$ cat src/rtl/booth8_pkg.sv
//------------------------------------------------------------------------------
// Module   : booth8_pkg
// Purpose  : Constants, state encoding and helpers shared by the 8-bit Booth
//            multiplier and the booth_div8 non-restoring divider.
// Revision : 1.0 - initial release
//------------------------------------------------------------------------------
`default_nettype none

package booth8_pkg;

  // Operand width; the datapath is built for this value only.
  localparam int WIDTH = 8;

  // sign_mode bit positions, identical to the multiplier's convention.
  localparam int SM_DIVIDEND_BIT = 1;
  localparam int SM_DIVISOR_BIT  = 0;

  // Quotient bits produced per operation, one per RUN cycle.
  localparam int ITERATIONS = 8;
  localparam int CNT_W      = 3;

  // Controller states.
  typedef enum logic [1:0] {
    IDLE = 2'd0,
    RUN  = 2'd1,
    FIX  = 2'd2
  } state_e;

  // Two's-complement negate when neg is set, otherwise pass through.
  function automatic logic [WIDTH-1:0] magnitude(input logic [WIDTH-1:0] v,
                                                 input logic             neg);
    magnitude = neg ? (~v + 1'b1) : v;
  endfunction

endpackage

`default_nettype wire

$ cat src/rtl/booth_div8_if.sv
//------------------------------------------------------------------------------
// Module   : booth_div8_if
// Purpose  : start/done request and result bundle of the 8-bit divider.
// Revision : 1.0 - initial release
//------------------------------------------------------------------------------
`default_nettype none

interface booth_div8_if;
  import booth8_pkg::*;

  logic             start;
  logic [WIDTH-1:0] dividend;
  logic [WIDTH-1:0] divisor;
  logic [1:0]       sign_mode;
  logic [WIDTH-1:0] quotient;
  logic [WIDTH-1:0] remainder;
  logic             div_zero;
  logic             busy;
  logic             done;

  // Requester side.
  modport master (
    output start, dividend, divisor, sign_mode,
    input  quotient, remainder, div_zero, busy, done
  );

  // Divider side.
  modport slave (
    input  start, dividend, divisor, sign_mode,
    output quotient, remainder, div_zero, busy, done
  );

endinterface

`default_nettype wire

$ cat src/rtl/booth_div8_nr_step.sv
//------------------------------------------------------------------------------
// Module   : div8_nr_step
// Purpose  : One combinational radix-2 non-restoring division step on the
//            partial remainder P, dividend/quotient shift register A and the
//            divisor magnitude D.
// Revision : 1.0 - initial release
//------------------------------------------------------------------------------
`default_nettype none

module div8_nr_step
  import booth8_pkg::*;
(
  input  logic [WIDTH:0]   p_i,
  input  logic [WIDTH-1:0] a_i,
  input  logic [WIDTH:0]   d_i,
  output logic [WIDTH:0]   p_o,
  output logic [WIDTH-1:0] a_o
);

  logic [WIDTH:0] p_shift;

  // Shift {P,A} left, add or subtract D, and shift the new quotient bit in.
  // The add/subtract decision uses the sign of P before the shift: with a
  // divisor magnitude up to 255 the shifted value can exceed the 9-bit signed
  // range, but the modular add/subtract result always lands back in [-D, D).
  always_comb begin
    p_shift = {p_i[WIDTH-1:0], a_i[WIDTH-1]};
    if (!p_i[WIDTH]) begin
      p_o = p_shift - d_i;
    end else begin
      p_o = p_shift + d_i;
    end
    a_o = {a_i[WIDTH-2:0], ~p_o[WIDTH]};
  end

endmodule

`default_nettype wire

$ cat src/rtl/booth_div8.sv
//------------------------------------------------------------------------------
// Module   : booth_div8
// Purpose  : Sequential 8-bit radix-2 non-restoring divider producing quotient
//            and remainder with C truncation semantics. Operands are reduced to
//            magnitudes, divided over eight RUN cycles and sign-corrected in FIX.
//            Optional macro BOOTH_DIV8_DIVZERO_EN enables zero-divisor detection
//            (single-cycle bypass to FIX, quotient 0xFF, div_zero flag).
// Revision : 1.0 - initial release
//------------------------------------------------------------------------------
`default_nettype none

module booth_div8
  import booth8_pkg::*;
(
  input  logic          clk,
  input  logic          rst_n,
  booth_div8_if.slave   div_if
);

  state_e           state_q, state_d;
  logic [WIDTH:0]   p_q, p_d;
  logic [WIDTH-1:0] a_q, a_d;
  logic [WIDTH-1:0] d_q, d_d;
  logic [CNT_W-1:0] cnt_q, cnt_d;
  logic             q_neg_q, q_neg_d;
  logic             r_neg_q, r_neg_d;
  logic             dz_q, dz_d;
  logic [WIDTH-1:0] quotient_q, quotient_d;
  logic [WIDTH-1:0] remainder_q, remainder_d;
  logic             div_zero_q, div_zero_d;
  logic             done_q, done_d;

  logic             neg_a, neg_b, zero_div;
  logic [WIDTH:0]   step_p;
  logic [WIDTH-1:0] step_a;
  logic [WIDTH-1:0] rem_mag;

  assign neg_a = div_if.sign_mode[SM_DIVIDEND_BIT] & div_if.dividend[WIDTH-1];
  assign neg_b = div_if.sign_mode[SM_DIVISOR_BIT]  & div_if.divisor[WIDTH-1];

`ifdef BOOTH_DIV8_DIVZERO_EN
  assign zero_div = (div_if.divisor == '0);
`else
  assign zero_div = 1'b0;
`endif

  // Final restoring correction; the true remainder lies in [0, D) so eight
  // bits are enough.
  assign rem_mag = p_q[WIDTH-1:0] + (p_q[WIDTH] ? d_q : '0);

  div8_nr_step u_step (
    .p_i (p_q),
    .a_i (a_q),
    .d_i ({1'b0, d_q}),
    .p_o (step_p),
    .a_o (step_a)
  );

  // State and datapath registers.
  always_ff @(posedge clk or negedge rst_n) begin
    if (!rst_n) begin
      state_q     <= IDLE;
      p_q         <= '0;
      a_q         <= '0;
      d_q         <= '0;
      cnt_q       <= '0;
      q_neg_q     <= 1'b0;
      r_neg_q     <= 1'b0;
      dz_q        <= 1'b0;
      quotient_q  <= '0;
      remainder_q <= '0;
      div_zero_q  <= 1'b0;
      done_q      <= 1'b0;
    end else begin
      state_q     <= state_d;
      p_q         <= p_d;
      a_q         <= a_d;
      d_q         <= d_d;
      cnt_q       <= cnt_d;
      q_neg_q     <= q_neg_d;
      r_neg_q     <= r_neg_d;
      dz_q        <= dz_d;
      quotient_q  <= quotient_d;
      remainder_q <= remainder_d;
      div_zero_q  <= div_zero_d;
      done_q      <= done_d;
    end
  end

  // Next-state, datapath update and result fix-up.
  always_comb begin
    state_d     = state_q;
    p_d         = p_q;
    a_d         = a_q;
    d_d         = d_q;
    cnt_d       = cnt_q;
    q_neg_d     = q_neg_q;
    r_neg_d     = r_neg_q;
    dz_d        = dz_q;
    quotient_d  = quotient_q;
    remainder_d = remainder_q;
    div_zero_d  = div_zero_q;
    done_d      = 1'b0;

    unique case (state_q)
      IDLE: begin
        if (div_if.start) begin
          q_neg_d = neg_a ^ neg_b;
          r_neg_d = neg_a;
          p_d     = '0;
          a_d     = magnitude(div_if.dividend, neg_a);
          d_d     = magnitude(div_if.divisor, neg_b);
          cnt_d   = CNT_W'(ITERATIONS - 1);
          dz_d    = zero_div;
          if (zero_div) begin
            // Keep the raw dividend so it can be returned untouched.
            a_d     = div_if.dividend;
            state_d = FIX;
          end else begin
            state_d = RUN;
          end
        end
      end
      RUN: begin
        p_d   = step_p;
        a_d   = step_a;
        cnt_d = cnt_q - CNT_W'(1);
        if (cnt_q == '0) begin
          state_d = FIX;
        end
      end
      FIX: begin
        done_d  = 1'b1;
        state_d = IDLE;
        if (dz_q) begin
          quotient_d  = '1;
          remainder_d = a_q;
          div_zero_d  = 1'b1;
        end else begin
          quotient_d  = magnitude(a_q, q_neg_q);
          remainder_d = magnitude(rem_mag, r_neg_q);
          div_zero_d  = 1'b0;
        end
      end
      default: begin
        state_d = IDLE;
      end
    endcase
  end

  assign div_if.quotient  = quotient_q;
  assign div_if.remainder = remainder_q;
  assign div_if.div_zero  = div_zero_q;
  assign div_if.busy      = (state_q != IDLE);
  assign div_if.done      = done_q;

endmodule

`default_nettype wire

$ cat src/flat_wrapper.sv
// flat-port wrapper written by rule: the top's interface ports become plain ports
module booth_div8_flat import booth8_pkg::*;
  (clk, rst_n, div_if_start, div_if_dividend, div_if_divisor, div_if_sign_mode, div_if_quotient, div_if_remainder, div_if_div_zero, div_if_busy, div_if_done);
  booth_div8_if div_if_i ();
  input  logic clk;
  input  logic rst_n;
  input wire logic [$bits(div_if_i.start)-1:0] div_if_start;
  input wire logic [$bits(div_if_i.dividend)-1:0] div_if_dividend;
  input wire logic [$bits(div_if_i.divisor)-1:0] div_if_divisor;
  input wire logic [$bits(div_if_i.sign_mode)-1:0] div_if_sign_mode;
  output wire logic [$bits(div_if_i.quotient)-1:0] div_if_quotient;
  output wire logic [$bits(div_if_i.remainder)-1:0] div_if_remainder;
  output wire logic [$bits(div_if_i.div_zero)-1:0] div_if_div_zero;
  output wire logic [$bits(div_if_i.busy)-1:0] div_if_busy;
  output wire logic [$bits(div_if_i.done)-1:0] div_if_done;
  assign div_if_i.start = div_if_start;
  assign div_if_i.dividend = div_if_dividend;
  assign div_if_i.divisor = div_if_divisor;
  assign div_if_i.sign_mode = div_if_sign_mode;
  assign div_if_quotient = div_if_i.quotient;
  assign div_if_remainder = div_if_i.remainder;
  assign div_if_div_zero = div_if_i.div_zero;
  assign div_if_busy = div_if_i.busy;
  assign div_if_done = div_if_i.done;
  booth_div8 u_core (.clk(clk), .rst_n(rst_n), .div_if(div_if_i));
endmodule
$ cat config.mk
export PLATFORM = sky130hd
export DESIGN_NAME = booth_div8_flat
export DESIGN_NICKNAME = d
export VERILOG_FILES = /design/src/rtl/booth8_pkg.sv /design/src/rtl/booth_div8_if.sv /design/src/rtl/booth_div8_nr_step.sv /design/src/rtl/booth_div8.sv /design/src/flat_wrapper.sv
export SDC_FILE = /design/constraint.sdc
export NUM_CORES = 1
export LEC_CHECK = 0
export CAP_MARGIN = 20
export CORE_ASPECT_RATIO = 0.75
export CORE_MARGIN = 3
export CORE_UTILIZATION = 55
export CTS_CLUSTER_DIAMETER = 40
export DETAILED_ROUTE_END_ITERATION = 10
export GPL_ROUTABILITY_DRIVEN = 1
export PLACE_DENSITY = 0.82
export SLEW_MARGIN = 20
export SYNTH_ARGS = -nofsm -noshare
export SYNTH_HDL_FRONTEND = slang
export SYNTH_HIERARCHICAL = 1
export SYNTH_SLANG_ARGS = --single-unit
$ cat constraint.sdc
create_clock -name clk -period 2.9 [get_ports clk]
set_clock_uncertainty 0.05 [all_clocks]
set_input_delay 0.29 -clock clk [delete_from_list [all_inputs] [get_ports clk]]
set_output_delay 0.29 -clock clk [all_outputs]
set_load 0.02 [all_outputs]
# After elaboration in Yosys (flattened, before gate mapping)
# Index checks and enable logic that the tools add are counted.
dict set report op_classes {
  add_sub_neg 8
  mul 0
  n_div 0
  magnitude_cmp 0
  eq_ne 4
  shift 0
  n_mux 16
  bitwise 8
  n_reduce_logical 7
}
# cell n
set ops {}
lappend ops {{8-bit 2-to-1 mux} 6}
lappend ops {{8-bit by 1-bit adder with 8-bit output, second input constant} 4}
lappend ops {{8-bit NOT} 4}
lappend ops {{9-bit 2-to-1 mux} 2}
lappend ops {{9-bit one-hot mux with 2 select lines} 1}
lappend ops {{8-bit one-hot mux with 2 select lines} 1}
lappend ops {{9-bit by 8-bit adder with 9-bit output} 1}
lappend ops {{9-bit by 8-bit subtractor with 9-bit output} 1}
lappend ops {{8-bit adder} 1}
lappend ops {{3-bit one-hot mux with 2 select lines} 1}
lappend ops {{2-bit AND reduction} 3}
lappend ops {{2-bit 2-to-1 mux} 2}
lappend ops {{2-bit one-hot mux with 2 select lines} 1}
lappend ops {{2-bit nonzero test} 2}
lappend ops {{3-bit zero test} 1}
lappend ops {{3-bit 2-to-1 mux} 1}
lappend ops {{3-bit by 1-bit subtractor with 3-bit output, second input constant} 1}
lappend ops {{1-bit AND} 2}
lappend ops {{2-bit by 1-bit == test with 1-bit output, second input constant} 1}
lappend ops {{2-bit == test, second input constant} 1}
lappend ops {{2-bit zero test} 1}
lappend ops {{2-bit by 1-bit inequality test with 1-bit output, second input constant} 1}
lappend ops {{2-bit inequality test, second input constant} 1}
lappend ops {{1-bit 2-to-1 mux} 1}
lappend ops {{2 further kinds} 2}
dict set report word_totals {
  register_bits 49
  latch_bits 0
  mem_bits_rw 0
  romBits 0
  word_cells 53
  mem_count 0
}

# Logic depth before layout (Yosys ltp)
# Gate-level depths: netlist of the first run.
dict set report depth {
  ltp_word 5
  depth_mapped 12
  ltp_nobuf 12
}

# By module
# Netlist of the first run, hierarchy kept.
# mod instances cells_each area_per_inst_um2 seq_area_each_um2
set by_module_without_submodules {}
lappend by_module_without_submodules {booth_div8 1 333 2862.7 1226.2}
lappend by_module_without_submodules {div8_nr_step 1 75 575.6 0.0}

# Worst setup path after synthesis of the first run
# No wires, ideal clock.
dict set report synth_timing {
  kind {register to register}
  start {register u_core.p_q[8]}
  end {register u_core.a_q[0]}
  arrival_time_ns 2.347
  t_required_ns 2.724
  setup_slack_ns 0.377
  path_stages_with_launch 11
  synth_period_minus_slack_ns 2.523
  path_cell_list {dfrtp_1 -> clkbuf_1 -> mux2_2 -> inv_1 -> fa_1 -> nor2b_4 -> o31a_1 -> nand2b_4 -> a31oi_4 -> xnor2_1 -> a221o_1}
}
dict set report synth_between {
  elab_chain_len 3
}
# element line_no
set synth_lines {}
lappend synth_lines {{start, declared} booth_div8.sv:21} ;# logic [WIDTH:0] p_q, p_d;
lappend synth_lines {{start signal, assigned} booth_div8.sv:76} ;# p_q <= p_d;
lappend synth_lines {{9-bit 2-to-1 mux} booth_div8_nr_step.sv:28} ;# if (!p_i[WIDTH]) begin
lappend synth_lines {{1-bit NOT} booth_div8_nr_step.sv:33} ;# a_o = {a_i[WIDTH-2:0], ~p_o[WIDTH]};
lappend synth_lines {{via u_core.step_a[0]} booth_div8.sv:35} ;# logic [WIDTH-1:0] step_a;
lappend synth_lines {{8-bit one-hot mux with 2 select lines} booth_div8.sv:105} ;# unique case (state_q)
lappend synth_lines {{end signal, assigned} booth_div8.sv:64} ;# a_q <= '0;
lappend synth_lines {{end signal, assigned} booth_div8.sv:77} ;# a_q <= a_d;
lappend synth_lines {{end, declared} booth_div8.sv:22} ;# logic [WIDTH-1:0] a_q, a_d;
# The timed path passes the listed nets, and every way through them passes these cells.
# A chain may end at the register's enable or synchronous reset.

# Worst setup path in the final report of the first run
dict set report layout_timing {
  start {register u_core.p_q[8]}
  end {register u_core.remainder_q[6] (netlist: u_core/div_if.remainder[6])}
}
dict set report layout_between {
  elab_chain_len 5
}
# element line_no
set layout_lines {}
lappend layout_lines {{8-bit 2-to-1 mux (*)} booth_div8.sv:49} ;# assign rem_mag = p_q[WIDTH-1:0] + (p_q[WIDTH] ? d_q : '0);
lappend layout_lines {{8-bit adder (*)} booth_div8.sv:49}
lappend layout_lines {{8-bit NOT} booth8_pkg.sv:32} ;# magnitude = neg ? (~v + 1'b1) : v;
lappend layout_lines {{8-bit by 1-bit adder with 8-bit output} booth8_pkg.sv:32}
lappend layout_lines {{8-bit 2-to-1 mux (*)} booth8_pkg.sv:32}
lappend layout_lines {{end signal, assigned} booth_div8.sv:84} ;# remainder_q <= remainder_d;
lappend layout_lines {{end, declared} booth_div8.sv:29} ;# logic [WIDTH-1:0] remainder_q, remainder_d;
# Mark *: on every way between the ends. The rest lies on a longest branch, timed or not.

==> impl_metrics.csv, run 1 <==
group,metric,value,unit
outcome,status,"finished, final reports clean",
finish,final_nets,479,
clock_tree,cts_tree,"built",
clock_tree,postCtsSetupBuffers,0,
pwr,powerDensity,1350,mW/mm2
clock_tree,cts.sinks,49,
global_routing,grt_usage,0.204,
pwr,max-vdd-ir-drop,0.815,mV
clock_tree,clk_pin_slew,0.10,ns
placement,placed_cells,504,
timing,worst_slack,0.172,ns
timing,tns,0,ns
route,wl_met2,3.22,mm
yosys,synth_ff_type,"dfrtp_1",
yosys,synth_seq_cells,49,
die,die_x,97.3,um
worst_setup_path,critPathMaxStageDelay,0.48,ns
yosys,synthesis.area,0.00344,mm2
worst_setup_path,arrival,2.92,ns
global_routing,grt_pass1_wl,12.2,mm
timing,worstMarginPinSlew,0.876,ns
die,std_cell_rows,24,
finish,drive_gt1_frac,0.0552,
route,drt_iter0_drc,145,
route,routedWlPerCell,13.7,um
finish,final_cell_mix,"nand2_1, o21ai_0, dfrtp_1",
route,wirelength,7.01,mm
finish,final_common_cell,"nand2_1",
global_routing,grt_pass1_vias,2732,
worst_setup_path,crit_buf_inv,0,
die,start_util,0.581,
die,ios,40,
placement,io_buffers,38,
placement,place_ws,0.142,ns
route,postRouteAntennaNets,0,
yosys,async_reset_ff_frac,1.00,
worst_setup_path,crit_required,3.09,ns
finish,post-route-util,0.664,
pwr,power_leakage,1.76,nW
clock_tree,insertion_delay,0.31,ns
die,die_h,74.5,um
timing,whs,0.436,ns
route,wirelength_met1,3.40,mm
yosys,avgSynthCellArea,8.43,um2
worst_setup_path,crit_path_cell_trace,"and2_1, ha_1, fa_1, a211oi_2, o21ba_1, o22ai_1, nand2b_4, or4_1, nand4_1",
timing,slew_headroom,0.415,
timing,grt_setup_unrepaired,"no",
placement,post-dp-hpwl,5.48,mm
clock_tree,clk_path_buf_depth,2,
yosys,synth_edf_count,0,
clock_tree,cts_buffers,5,
yosys,synth_top_cell_area_share,0.357,
yosys,yosysUniqueCellTypes,57,
worst_setup_path,slowest_stage,"dfrtp_1",
clock_tree,htreeDepth,2,
worst_setup_path,critPathTopFamily,"simple AND/OR/NAND/NOR gates",
route,wl_met3,366,um
hold_path,hp-class,"reg -> reg",
route,vias,2837,
timing,fin_crit_sh,0.941,
yosys,yosys_warnings,6,
worst_setup_path,criticalPathCategory,"reg -> reg",
yosys,ys_top_cells_by_area,"dfrtp_1, ha_1, o21ai_0",
timing,period_needed,2.73,ns
worst_setup_path,startpoint_type,"flop",
timing,slew_viol_final,0,
placement,gp_congestion,0.888,
yosys,ys_seq_area_frac,0.357,
die,dieArea,0.00725,mm2
global_routing,antenna_found_initial,0,
global_routing,grt_max_degree,50,
yosys,synth_top_area_cell,"dfrtp_1",
worst_setup_path,cp-end-kind,"flop",
route,first_pass_iters,4,
finish,finalNonFillerCells,513,
run,maxCapViolations,0,
route,viasPerCell,5.53,
clock_tree,root_buffer,"clkbuf_8",
route,drcViolationCount,0,
timing,setup-violations-final,0,
global_routing,gr-total-overflow,0,
yosys,syn_inst,408,
worst_setup_path,path_max_fanout,9,
finish,diodes,0,
die,coreArea,0.00592,mm2
route,routed.top_layer,"met4",
timing,report.final.hold_viol_count,0,
finish,areaGrowthSynthToFinish,14.2,%
finish,n_fill_cell,505,
timing,fmax,367,MHz
==> cell type report <==
| class | instances | area [um2] | share of cell area |
|---|---|---|---|
| clock buffer | 5 | 68.8 | 0.0175 |
| sequential | 49 | 1230 | 0.312 |
| tap | 78 | 97.6 | 0.0248 |
| clock inverter | 3 | 26.3 | 0.00669 |
| inverter | 21 | 78.8 | 0.0201 |
| timing repair buffer | 41 | 403 | 0.103 |
| multi-input combinational | 316 | 2030 | 0.516 |
==> logic make-up after synthesis <==
| kind of cell | synth area share |
|---|---|
| muxes | 0.0149 |
| DFF | 0.357 |
| buffers and inverters | 0.0568 |
| and+or+nand+nor | 0.204 |
| adders and majority gates | 0.0917 |
| xor gates and xnor gates | 0.0917 |
| other | 0.00109 |
| AOI/OAI and AO/OA | 0.183 |
==> sequential cells by signal (all words and copies together), names as in the netlist <==
signal and count:
u_core/p_q 9, u_core/a_q 8, u_core/d_q 8, u_core/div_if.quotient 8, u_core/div_if.remainder 8, u_core/cnt_q 3
u_core/state_q 2, u_core/div_if.done 1, u_core/q_neg_q 1, u_core/r_neg_q 1
==> path summary, 6_finish.rpt <==
kind                       slack (ns)                                     end                                    from  depth (start not counted)
setup / recovery                 0.17  u_core/div_if.remainder[6]$_DFFE_PN0P_               u_core/p_q[8]$_DFFE_PN0P_                          9
hold / removal                   0.44  u_core/div_if.remainder[1]$_DFFE_PN0P_  u_core/div_if.remainder[1]$_DFFE_PN0P_                          2
setup reg to reg                 0.17  u_core/div_if.remainder[6]$_DFFE_PN0P_               u_core/p_q[8]$_DFFE_PN0P_                          9
hold reg to reg                  0.44  u_core/div_if.remainder[1]$_DFFE_PN0P_  u_core/div_if.remainder[1]$_DFFE_PN0P_                          2
max in group asynchronous        1.91               u_core/d_q[0]$_DFFE_PN0P_                                   rst_n                          2
min in group asynchronous        0.47  u_core/div_if.remainder[3]$_DFFE_PN0P_                                   rst_n                          2
==> cell usage after synthesis, types with 2 or more instances <==
| cell | number |
|---|---|
| nor2b_1 | 4 |
| mux2i_1 | 4 |
| nor4_1 | 2 |
| nand2b_1 | 2 |
| o211ai_1 | 2 |
| o21a_1 | 2 |
| a21oi_1 | 21 |
| a31oi_1 | 3 |
| xnor2_1 | 16 |
| nand2_1 | 64 |
| nand2b_4 | 2 |
| buf_4 | 8 |
| and2_1 | 9 |
| o21ai_0 | 50 |
| nor3_1 | 10 |
| inv_1 | 21 |
| clkbuf_1 | 15 |
| o21ai_1 | 3 |
| or3_1 | 7 |
| o31ai_1 | 3 |
| xor2_1 | 20 |
| fa_1 | 2 |
| nand3_1 | 7 |
| nor2_1 | 27 |
| ha_1 | 22 |
| dfrtp_1 | 49 |
| a211oi_1 | 3 |
==> stage by stage <==
stage / total power [W] / area [um2]
2_1_floorplan: 0.00407 / 3440
3_3_place_gp: 0.00472 / 3810
3_5_place_dp: 0.00487 / 3810
4_1_cts: 0.00531 / 3910
5_1_grt: 0.00586 / 3930
6_report: 0.00530 / 3930
==> routing by layer <==
layer  GRT usage  vias up
met5           0        -
met4      0.0353        0
met3      0.0337        5
met2       0.354       63
met1       0.280     1331
li1            -     1438
==> report_power, final <==
part | internal (W) | switching, W
combinational | 0.00160 | 0.00190
sequential | 0.00103 | 0.000339
clock | 0.000176 | 0.000247
==> worst register-to-register path: cells and delay by family, from the launching register on <==
family	cells	cell delay (ns)
AOI/OAI and AO/OA	3	0.57
adders and majority gates	2	0.64
DFF	1	0.48
and+or+nand+nor	4	0.93
==> what timing repair did <==
item                                    4_1_cts  5_1_grt
hold endpoints to repair                      0       29
gates resized for setup                       0        1
endpoints found under the setup margin        0        1
hold buffers                                  0        1
(Power assumes the default switching activity.)
==> inputs of run 2 (changes only) <==
- TNS_END_PERCENT: unset -> 30
==> results of run 2 <==
Final layout, timing and power as in run 1 (identical DEF).
